### config.mk
export PLATFORM = sky130hd
export DESIGN_NAME = control_pipe
export DESIGN_NICKNAME = d
export VERILOG_FILES = /design/src/rtl/control_pkg.sv /design/src/rtl/control_decode.sv /design/src/rtl/control_pipe.sv
export SDC_FILE = /design/constraint.sdc
export NUM_CORES = 1
export LEC_CHECK = 0
export BUFFER_PORTS_ARGS = -buffer_cell sky130_fd_sc_hd__buf_2
export CAP_MARGIN = 20
export CORE_MARGIN = 1.5
export CORE_UTILIZATION = 46
export DETAILED_ROUTE_END_ITERATION = 7
export HOLD_SLACK_MARGIN = 0.1
export PLACE_DENSITY = 0.88
export SYNTH_ARGS = -nofsm -noshare
export SYNTH_HDL_FRONTEND = slang
export SYNTH_SLANG_ARGS = --single-unit
export TNS_END_PERCENT = 5
### constraint.sdc
create_clock -name clk -period 6 [get_ports clk]
set_input_delay 1.2 -clock clk [delete_from_list [all_inputs] [get_ports clk]]
set_output_delay 1.2 -clock clk [all_outputs]
set_load 0.01 [all_outputs]
### src/rtl/control_pkg.sv
`default_nettype none
// ============================================================================
// Module  : control_pkg
// Brief   : Shared RV32I decode constants, control bundle type, rs-usage helper
// Revision: 1.0 - initial registered decode stage release
// ============================================================================
package control_pkg;

    localparam logic [6:0] c_OPC_LUI    = 7'b0110111;
    localparam logic [6:0] c_OPC_AUIPC  = 7'b0010111;
    localparam logic [6:0] c_OPC_JAL    = 7'b1101111;
    localparam logic [6:0] c_OPC_JALR   = 7'b1100111;
    localparam logic [6:0] c_OPC_BRANCH = 7'b1100011;
    localparam logic [6:0] c_OPC_LOAD   = 7'b0000011;
    localparam logic [6:0] c_OPC_STORE  = 7'b0100011;
    localparam logic [6:0] c_OPC_IMM    = 7'b0010011;
    localparam logic [6:0] c_OPC_REG    = 7'b0110011;

    localparam logic [3:0] c_ALU_ADD   = 4'd0;
    localparam logic [3:0] c_ALU_SUB   = 4'd1;
    localparam logic [3:0] c_ALU_SLL   = 4'd2;
    localparam logic [3:0] c_ALU_SLT   = 4'd3;
    localparam logic [3:0] c_ALU_SLTU  = 4'd4;
    localparam logic [3:0] c_ALU_XOR   = 4'd5;
    localparam logic [3:0] c_ALU_SRL   = 4'd6;
    localparam logic [3:0] c_ALU_SRA   = 4'd7;
    localparam logic [3:0] c_ALU_OR    = 4'd8;
    localparam logic [3:0] c_ALU_AND   = 4'd9;
    localparam logic [3:0] c_ALU_PASSB = 4'd10;

    // Branch comparison codes equal the branch funct3 encoding.
    localparam logic [2:0] c_BR_EQ  = 3'b000;
    localparam logic [2:0] c_BR_NE  = 3'b001;
    localparam logic [2:0] c_BR_LT  = 3'b100;
    localparam logic [2:0] c_BR_GE  = 3'b101;
    localparam logic [2:0] c_BR_LTU = 3'b110;
    localparam logic [2:0] c_BR_GEU = 3'b111;

    localparam logic [1:0] c_MEM_BYTE = 2'b00;
    localparam logic [1:0] c_MEM_HALF = 2'b01;
    localparam logic [1:0] c_MEM_WORD = 2'b10;

    localparam int c_CTRL_W = 22;

    typedef struct packed {
        logic       branch_enable;
        logic [2:0] branch_mode;
        logic       mem_write_enable;
        logic       mem_unsigned;
        logic [1:0] mem_mode;
        logic       reg_write_enable;
        logic       mem_to_reg;
        logic [3:0] alu_op;
        logic       alu_src;
        logic       pc_to_reg;
        logic       jump_enable;
        logic       jump_reg;
        logic       muldiv_en;
        logic [2:0] muldiv_op;
    } ctrl_t;

    // Returns {rs1_used, rs2_used}; unknown opcodes count as reading rs1.
    function automatic logic [1:0] rs_usage(input logic [6:0] opcode);
        logic rs1_used;
        logic rs2_used;
        rs1_used = !(opcode == c_OPC_LUI || opcode == c_OPC_AUIPC || opcode == c_OPC_JAL);
        rs2_used = (opcode == c_OPC_BRANCH || opcode == c_OPC_STORE || opcode == c_OPC_REG);
        return {rs1_used, rs2_used};
    endfunction

endpackage
`default_nettype wire

### src/rtl/control_decode.sv
`default_nettype none
// ============================================================================
// Module  : control_decode
// Brief   : Combinational RV32I instruction to control bundle decoder.
//           CONTROL_PIPE_RV32M_EN makes the M-extension OP encodings legal.
// Revision: 1.0 - initial registered decode stage release
// ============================================================================
module control_decode
    import control_pkg::*;
#(
    parameter int LWU_LEGAL = 0
) (
    input  logic [31:0]         instr,
    output logic [c_CTRL_W-1:0] ctrl,
    output logic [4:0]          rd,
    output logic [4:0]          rs1,
    output logic [4:0]          rs2,
    output logic                rs1_used,
    output logic                rs2_used,
    output logic                illegal
);

    logic [6:0] w_opcode;
    logic [2:0] w_f3;
    logic [6:0] w_f7;
    ctrl_t      w_c;
    logic       w_illegal;

    assign w_opcode = instr[6:0];
    assign w_f3     = instr[14:12];
    assign w_f7     = instr[31:25];

    // alt selects SUB/SRA for the funct7[5]=1 variants.
    function automatic logic [3:0] alu_from_f3(input logic [2:0] f3, input logic alt);
        case (f3)
            3'b000:  return alt ? c_ALU_SUB : c_ALU_ADD;
            3'b001:  return c_ALU_SLL;
            3'b010:  return c_ALU_SLT;
            3'b011:  return c_ALU_SLTU;
            3'b100:  return c_ALU_XOR;
            3'b101:  return alt ? c_ALU_SRA : c_ALU_SRL;
            3'b110:  return c_ALU_OR;
            default: return c_ALU_AND;
        endcase
    endfunction

    always_comb begin
        w_c       = '0;
        w_illegal = 1'b0;
        case (w_opcode)
            c_OPC_LUI: begin
                w_c.reg_write_enable = 1'b1;
                w_c.alu_src          = 1'b1;
                w_c.alu_op           = c_ALU_PASSB;
            end
            c_OPC_AUIPC: begin
                w_c.reg_write_enable = 1'b1;
                w_c.alu_src          = 1'b1;
                w_c.alu_op           = c_ALU_ADD;
            end
            c_OPC_JAL: begin
                w_c.reg_write_enable = 1'b1;
                w_c.pc_to_reg        = 1'b1;
                w_c.jump_enable      = 1'b1;
            end
            c_OPC_JALR: begin
                w_c.reg_write_enable = 1'b1;
                w_c.pc_to_reg        = 1'b1;
                w_c.jump_enable      = 1'b1;
                w_c.jump_reg         = 1'b1;
                w_c.alu_src          = 1'b1;
                w_illegal            = (w_f3 != 3'b000);
            end
            c_OPC_BRANCH: begin
                w_c.branch_enable = 1'b1;
                w_c.branch_mode   = w_f3;
                w_c.alu_op        = c_ALU_SUB;
                w_illegal         = (w_f3[2:1] == 2'b01);
            end
            c_OPC_LOAD: begin
                w_c.reg_write_enable = 1'b1;
                w_c.mem_to_reg       = 1'b1;
                w_c.alu_src          = 1'b1;
                w_c.mem_mode         = w_f3[1:0];
                w_c.mem_unsigned     = w_f3[2];
                case (w_f3)
                    3'b000, 3'b001, 3'b010, 3'b100, 3'b101: w_illegal = 1'b0;
                    3'b110:  w_illegal = (LWU_LEGAL == 0);
                    default: w_illegal = 1'b1;
                endcase
            end
            c_OPC_STORE: begin
                w_c.mem_write_enable = 1'b1;
                w_c.alu_src          = 1'b1;
                w_c.mem_mode         = w_f3[1:0];
                w_illegal            = (w_f3 > 3'b010);
            end
            c_OPC_IMM: begin
                w_c.reg_write_enable = 1'b1;
                w_c.alu_src          = 1'b1;
                w_c.alu_op           = alu_from_f3(w_f3, (w_f3 == 3'b101) && w_f7[5]);
                if (w_f3 == 3'b001)
                    w_illegal = (w_f7 != 7'b0000000);
                else if (w_f3 == 3'b101)
                    w_illegal = (w_f7 != 7'b0000000) && (w_f7 != 7'b0100000);
            end
            c_OPC_REG: begin
                w_c.reg_write_enable = 1'b1;
                if (w_f7 == 7'b0000000)
                    w_c.alu_op = alu_from_f3(w_f3, 1'b0);
                else if (w_f7 == 7'b0100000 && (w_f3 == 3'b000 || w_f3 == 3'b101))
                    w_c.alu_op = alu_from_f3(w_f3, 1'b1);
`ifdef CONTROL_PIPE_RV32M_EN
                else if (w_f7 == 7'b0000001) begin
                    w_c.muldiv_en = 1'b1;
                    w_c.muldiv_op = w_f3;
                    w_c.alu_op    = c_ALU_ADD;
                end
`endif
                else
                    w_illegal = 1'b1;
            end
            default: w_illegal = 1'b1;
        endcase
        if (w_illegal)
            w_c = '0;
    end

    assign ctrl                 = w_c;
    assign illegal              = w_illegal;
    assign {rs1_used, rs2_used} = rs_usage(w_opcode);
    assign rd                   = w_c.reg_write_enable ? instr[11:7] : 5'd0;
    assign rs1                  = instr[19:15];
    assign rs2                  = instr[24:20];

endmodule
`default_nettype wire

### src/rtl/control_pipe.sv
`default_nettype none
// ============================================================================
// Module  : control_pipe
// Brief   : Registered RV32I decode stage with load-use interlock, flush,
//           sticky illegal-instruction trap and saturating bubble counter.
//           CONTROL_PIPE_RV32M_EN enables M-extension decode.
// Revision: 1.0 - initial registered decode stage release
// ============================================================================
module control_pipe
    import control_pkg::*;
#(
    parameter int XLEN      = 32,
    parameter int CNT_W     = 16,
    parameter int LWU_LEGAL = 0
) (
    input  logic                clk,
    input  logic                rst,
    input  logic                if_valid,
    output logic                if_ready,
    input  logic [31:0]         if_instr,
    input  logic [XLEN-1:0]     if_pc,
    input  logic                flush,
    input  logic                ex_ready,
    output logic                ex_valid,
    output logic [c_CTRL_W-1:0] ex_ctrl,
    output logic [4:0]          ex_rd,
    output logic [4:0]          ex_rs1,
    output logic [4:0]          ex_rs2,
    output logic [XLEN-1:0]     ex_pc,
    output logic [31:0]         ex_instr,
    output logic                trap_pending,
    output logic [XLEN-1:0]     trap_pc,
    output logic [31:0]         trap_instr,
    input  logic                trap_ack,
    output logic [CNT_W-1:0]    bubble_count
);

    localparam logic [CNT_W-1:0] c_CNT_MAX = '1;

    ctrl_t            w_dec_ctrl;
    logic [4:0]       w_dec_rd;
    logic [4:0]       w_dec_rs1;
    logic [4:0]       w_dec_rs2;
    logic             w_rs1_used;
    logic             w_rs2_used;
    logic             w_illegal;
    logic             w_advance;
    logic             w_hazard;
    logic             w_accept;

    logic             r_ex_valid;
    ctrl_t            r_ex_ctrl;
    logic [4:0]       r_ex_rd;
    logic [4:0]       r_ex_rs1;
    logic [4:0]       r_ex_rs2;
    logic [XLEN-1:0]  r_ex_pc;
    logic [31:0]      r_ex_instr;
    logic             r_trap_pending;
    logic [XLEN-1:0]  r_trap_pc;
    logic [31:0]      r_trap_instr;
    logic [CNT_W-1:0] r_bubble_count;

    control_decode #(
        .LWU_LEGAL (LWU_LEGAL)
    ) u_decode (
        .instr    (if_instr),
        .ctrl     (w_dec_ctrl),
        .rd       (w_dec_rd),
        .rs1      (w_dec_rs1),
        .rs2      (w_dec_rs2),
        .rs1_used (w_rs1_used),
        .rs2_used (w_rs2_used),
        .illegal  (w_illegal)
    );

    // ex_rd is already zero for non-writing slots, so stores/branches never stall.
    assign w_advance = !r_ex_valid || ex_ready;
    assign w_hazard  = r_ex_valid && r_ex_ctrl.mem_to_reg && (r_ex_rd != 5'd0) &&
                       ((w_rs1_used && (w_dec_rs1 == r_ex_rd)) ||
                        (w_rs2_used && (w_dec_rs2 == r_ex_rd)));
    assign w_accept  = if_valid && !w_hazard && !r_trap_pending;
    assign if_ready  = flush || (w_advance && !w_hazard && !r_trap_pending);

    always_ff @(posedge clk or posedge rst) begin
        if (rst) begin
            r_ex_valid     <= 1'b0;
            r_ex_ctrl      <= '0;
            r_ex_rd        <= '0;
            r_ex_rs1       <= '0;
            r_ex_rs2       <= '0;
            r_ex_pc        <= '0;
            r_ex_instr     <= '0;
            r_trap_pending <= 1'b0;
            r_trap_pc      <= '0;
            r_trap_instr   <= '0;
            r_bubble_count <= '0;
        end else begin
            if (flush) begin
                r_ex_valid <= 1'b0;
            end else if (w_advance) begin
                r_ex_valid <= 1'b0;
                if (if_valid && w_hazard) begin
                    if (r_bubble_count != c_CNT_MAX)
                        r_bubble_count <= r_bubble_count + 1'b1;
                end else if (w_accept) begin
                    r_ex_pc    <= if_pc;
                    r_ex_instr <= if_instr;
                    if (w_illegal) begin
                        r_trap_pending <= 1'b1;
                        r_trap_pc      <= if_pc;
                        r_trap_instr   <= if_instr;
                        r_ex_ctrl      <= '0;
                        r_ex_rd        <= '0;
                        r_ex_rs1       <= '0;
                        r_ex_rs2       <= '0;
                    end else begin
                        r_ex_valid <= 1'b1;
                        r_ex_ctrl  <= w_dec_ctrl;
                        r_ex_rd    <= w_dec_rd;
                        r_ex_rs1   <= w_dec_rs1;
                        r_ex_rs2   <= w_dec_rs2;
                    end
                end
            end
            // Capture needs !trap_pending, so this never races a new capture.
            if (trap_ack && r_trap_pending)
                r_trap_pending <= 1'b0;
        end
    end

    assign ex_valid     = r_ex_valid;
    assign ex_ctrl      = r_ex_ctrl;
    assign ex_rd        = r_ex_rd;
    assign ex_rs1       = r_ex_rs1;
    assign ex_rs2       = r_ex_rs2;
    assign ex_pc        = r_ex_pc;
    assign ex_instr     = r_ex_instr;
    assign trap_pending = r_trap_pending;
    assign trap_pc      = r_trap_pc;
    assign trap_instr   = r_trap_instr;
    assign bubble_count = r_bubble_count;

endmodule
`default_nettype wire

==> results by group <==
Route
  • DR pass1 iterations: 5
  • Initial DRC count: 413
  • Vias/cell: 5.16
  • # DRC: 0
  • Avg WL per Cell: 17.9 um
  • Number of vias in the routed layout: 5959
  • DRT antenna net count: 0
  • Total Wirelength: 20600 um

Worst setup path
  • Crit. End Element: primary output
  • CP max-delay cell: nor4b_1
  • Most used cell, CP: buf_2
  • CP arrival: 2990 ps
  • CP startpoint: if_instr[6]
  • Worst r2r src: ex_rd[0]$_DFFE_PP0P_
  • CP max FO: 10
  • Slowest Stage Delay on Critical Path: 470 ps
  • Setup Crit Path Kind: in2out
  • Worst-path cell chain: buf_2 > nand2b_2 > nor4b_1 > nor4_1 > a21oi_4 > and2_1 > a21o_1 > buf_2
  • CP Launch Type: primary input
  • Critical Path RT: 4800 ps
  • CP delay by family, top: simple AND/OR/NAND/NOR gates
  • CP Buf/Inv Count: 2

Logic synthesis
  • Mapped Cells: 690
  • Share of flip-flops with an asynchronous set or reset: 1.00
  • Synth Cell Area: 7760 um^2
  • Seq/Total Area, Yosys: 0.574
  • Syn Area/Cell: 11.2 um^2
  • FF+latch count, synth: 178
  • Yosys top cell by area: dfrtp_1
  • Most common flop cell mapped by yosys: dfrtp_1
  • Post-synth EDFFs: 0
  • Synth area leaders: dfrtp_1 57%, mux2_4 12%, nand2_1 12%
  • Synthesis Warnings: 0
  • Post-synthesis cell type count: 51
  • Yosys top cell area share: 0.574

Place
  • Port Buffer Count: 249
  • Dpl hpwl: 14600 um
  • Gpl congestion: 0.822

STA
  • Final setup TNS: 0 ps
  • Slew HR: 0.274
  • RSZ-0062 raised after global routing: no
  • # setup viols final: 0
  • Slew Limit Fails: 0
  • Final Skew: 9.37 ps
  • Tmin final: 4190 ps
  • F_max: 0.239 GHz
  • Final period util: 0.698
  • Worst Tran Pin Value: 1090 ps
  • Final hold vios: 0

Cells and area
  • Layout cells sized above 1: 0.388
  • Fillers: 1311
  • Layout area overhead: 24.1%
  • Ant diodes: 0
  • Nets: 993

CTS
  • Register clock-pin slew on the reported worst setup and hold paths: 70 ps
  • CTS H-tree depth: 4
  • Clock Latency Late Sink: 420 ps
  • Clk root buf: clkbuf_16
  • Clk buf depth: 2
  • CTS tree: yes
  • Sink Count: 178
  • Hold-fix buffers, CTS: 0
  • Post-CTS Setup Inserts: 0
  • TritonCTS buffer count: 17
  • Post_cts resized: 0

Die
  • Rows: 47
  • Core Box Area: 16500 um^2
  • Chip width: 133 um
  • Die ar.: 17700 um^2
  • Starting Density: 0.470
  • Die Y-Extent: 133 um
  • Num ports: 254

Power and ir drop
  • Tot Pwr: 0.00335 W
  • Power Dens Cells: 348 nW/um^2
  • VDD IR max: 0.000193 V
  • Static Leak: 5.15 nW

Min path
  • Hold path start: ex_rs1[2]$_DFFE_PP0P_
  • Hold Crit Class: reg2reg

Global route
  • First-pass GRT wire length: 32400 um
  • All-Layer GR Usage: 0.238
  • Largest net degree at the start of global routing: 172
  • GRT overflow: 0
  • Initial antenna violation count: 0
  • Vias in the first global route: 5997

Outcome
  • Status: completed

Flow run
  • Max Cap Viol: 0
## worst register-to-register path, stage by stage, from the launching register on
cell and delay [ps]:
dfrtp_1 450, or4_1 570, o211ai_2 250, a21oi_2 80
a21oi_4 290, nand2_4 110, nor2_8 410, buf_4 530
mux2_4 390
## synth_stat cells, types with 6 or more instances
| cell | number |
|---|---|
| dfrtp_1 | 178 |
| nand4_1 | 8 |
| mux2_4 | 60 |
| nand2_1 | 240 |
| clkbuf_1 | 10 |
| a21oi_1 | 7 |
| nor2_1 | 14 |
| xnor2_1 | 22 |
| buf_12 | 6 |
| nand3_1 | 22 |
| buf_2 | 18 |
| o21ai_0 | 15 |
| and3_1 | 8 |
| buf_4 | 11 |
| a22o_1 | 8 |
## stage by stage
stage               setup slack [ps]  hold slack, ps  instance area [um^2]   util  std cells
finish                          1810             467                  9630  0.583       1155
global route                    1700             491                  9630  0.583       1155
CTS                             1830             470                  9630  0.583       1155
detailed placement              1840             455                  9040  0.547       1123
global placement                1960             447                  9040  0.547       1123
floorplan                       2320             505                  7780      -        693
## cells in the final DEF (no fill, tap or decap), drive strengths merged, types with 2 or more instances in the layout
| master | synthesis | routed |
|---|---|---|
| a211oi | 3 | 3 |
| a21boi | 2 | 2 |
| a21o | 2 | 2 |
| a21oi | 9 | 9 |
| a22o | 8 | 8 |
| and2 | 5 | 5 |
| and3 | 8 | 8 |
| buf | 35 | 255 |
| bufinv | 0 | 2 |
| clkbuf | 10 | 20 |
| clkinv | 0 | 4 |
| conb | 1 | 4 |
| dfrtp | 178 | 178 |
| inv | 5 | 10 |
| mux2 | 65 | 65 |
| mux2i | 2 | 2 |
| nand2 | 241 | 241 |
| nand2b | 4 | 4 |
| nand3 | 22 | 22 |
| nand3b | 2 | 2 |
| nand4 | 8 | 8 |
| nand4b | 3 | 3 |
| nor2 | 15 | 15 |
| nor3 | 3 | 3 |
| o21ai | 18 | 18 |
| o31ai | 2 | 2 |
| xnor2 | 22 | 22 |
| xor2 | 4 | 4 |
## routing by layer
metal,global-route usage,vias to the layer above,share of wire
met2,0.383,307,0.48
met3,0.0548,33,0.075
met4,0.0910,0,0.021
li1,-,2713,-
met1,0.313,2906,0.42
met5,0,-,0
## flip-flops by register name (all words and copies together) (netlist names)
| signal | cells |
|---|---|
| ex_rs1 | 5 |
| ex_instr | 32 |
| trap_instr | 32 |
| ex_valid | 1 |
| trap_pending | 1 |
| ex_pc | 32 |
| ex_ctrl | 17 |
| ex_rs2 | 5 |
| bubble_count | 16 |
| ex_rd | 5 |
| trap_pc | 32 |
## kinds of logic (layout without fill, tap and decap cells)
logic type               Yosys count  in the layout  synth area share
multiplexers                      67             67             0.126
flip-flops                       178            178             0.574
adder cells (fa/ha/maj)            1              1           0.00161
XOR/XNOR                          26             26            0.0293
other                              1              4          0.000483
buffers and inverters             50            292            0.0450
AO/OA/AOI/OAI                     50             50            0.0477
AND/OR/NAND/NOR                  317            317             0.176
## cell type report
type / count / area [um^2] / share of cell area
clock buffer: 20 / 447 / 0.0464
clock inverter: 12 / 146 / 0.0152
sequential: 178 / 4450 / 0.462
inverter: 5 / 22.5 / 0.00234
multi-input combinational: 465 / 2970 / 0.308
timing repair buffer: 255 / 1320 / 0.137
tap: 220 / 275 / 0.0286
## power by group
part | internal, W | leakage (nW) | switching [W]
Clock | 0.000637 | 0.292 | 0.000486
Combinational | 0.000340 | 2.62 | 0.000372
Sequential | 0.00140 | 2.24 | 0.000117
## path summary, 6_finish.rpt
path / slack [ps] / to / cells past startpoint
max: 1810 / if_ready / 8
min: 470 / ex_rs1[2]$_DFFE_PP0P_ / 2
max reg2reg: 2820 / trap_instr[17]$_DFFE_PP0P_ / 8
min reg2reg: 470 / ex_rs1[2]$_DFFE_PP0P_ / 2
max in group asynchronous: 4200 / trap_pc[5]$_DFFE_PP0P_ / 3
min in group asynchronous: 690 / trap_pc[29]$_DFFE_PP0P_ / 2
(Power assumes the default switching activity.)
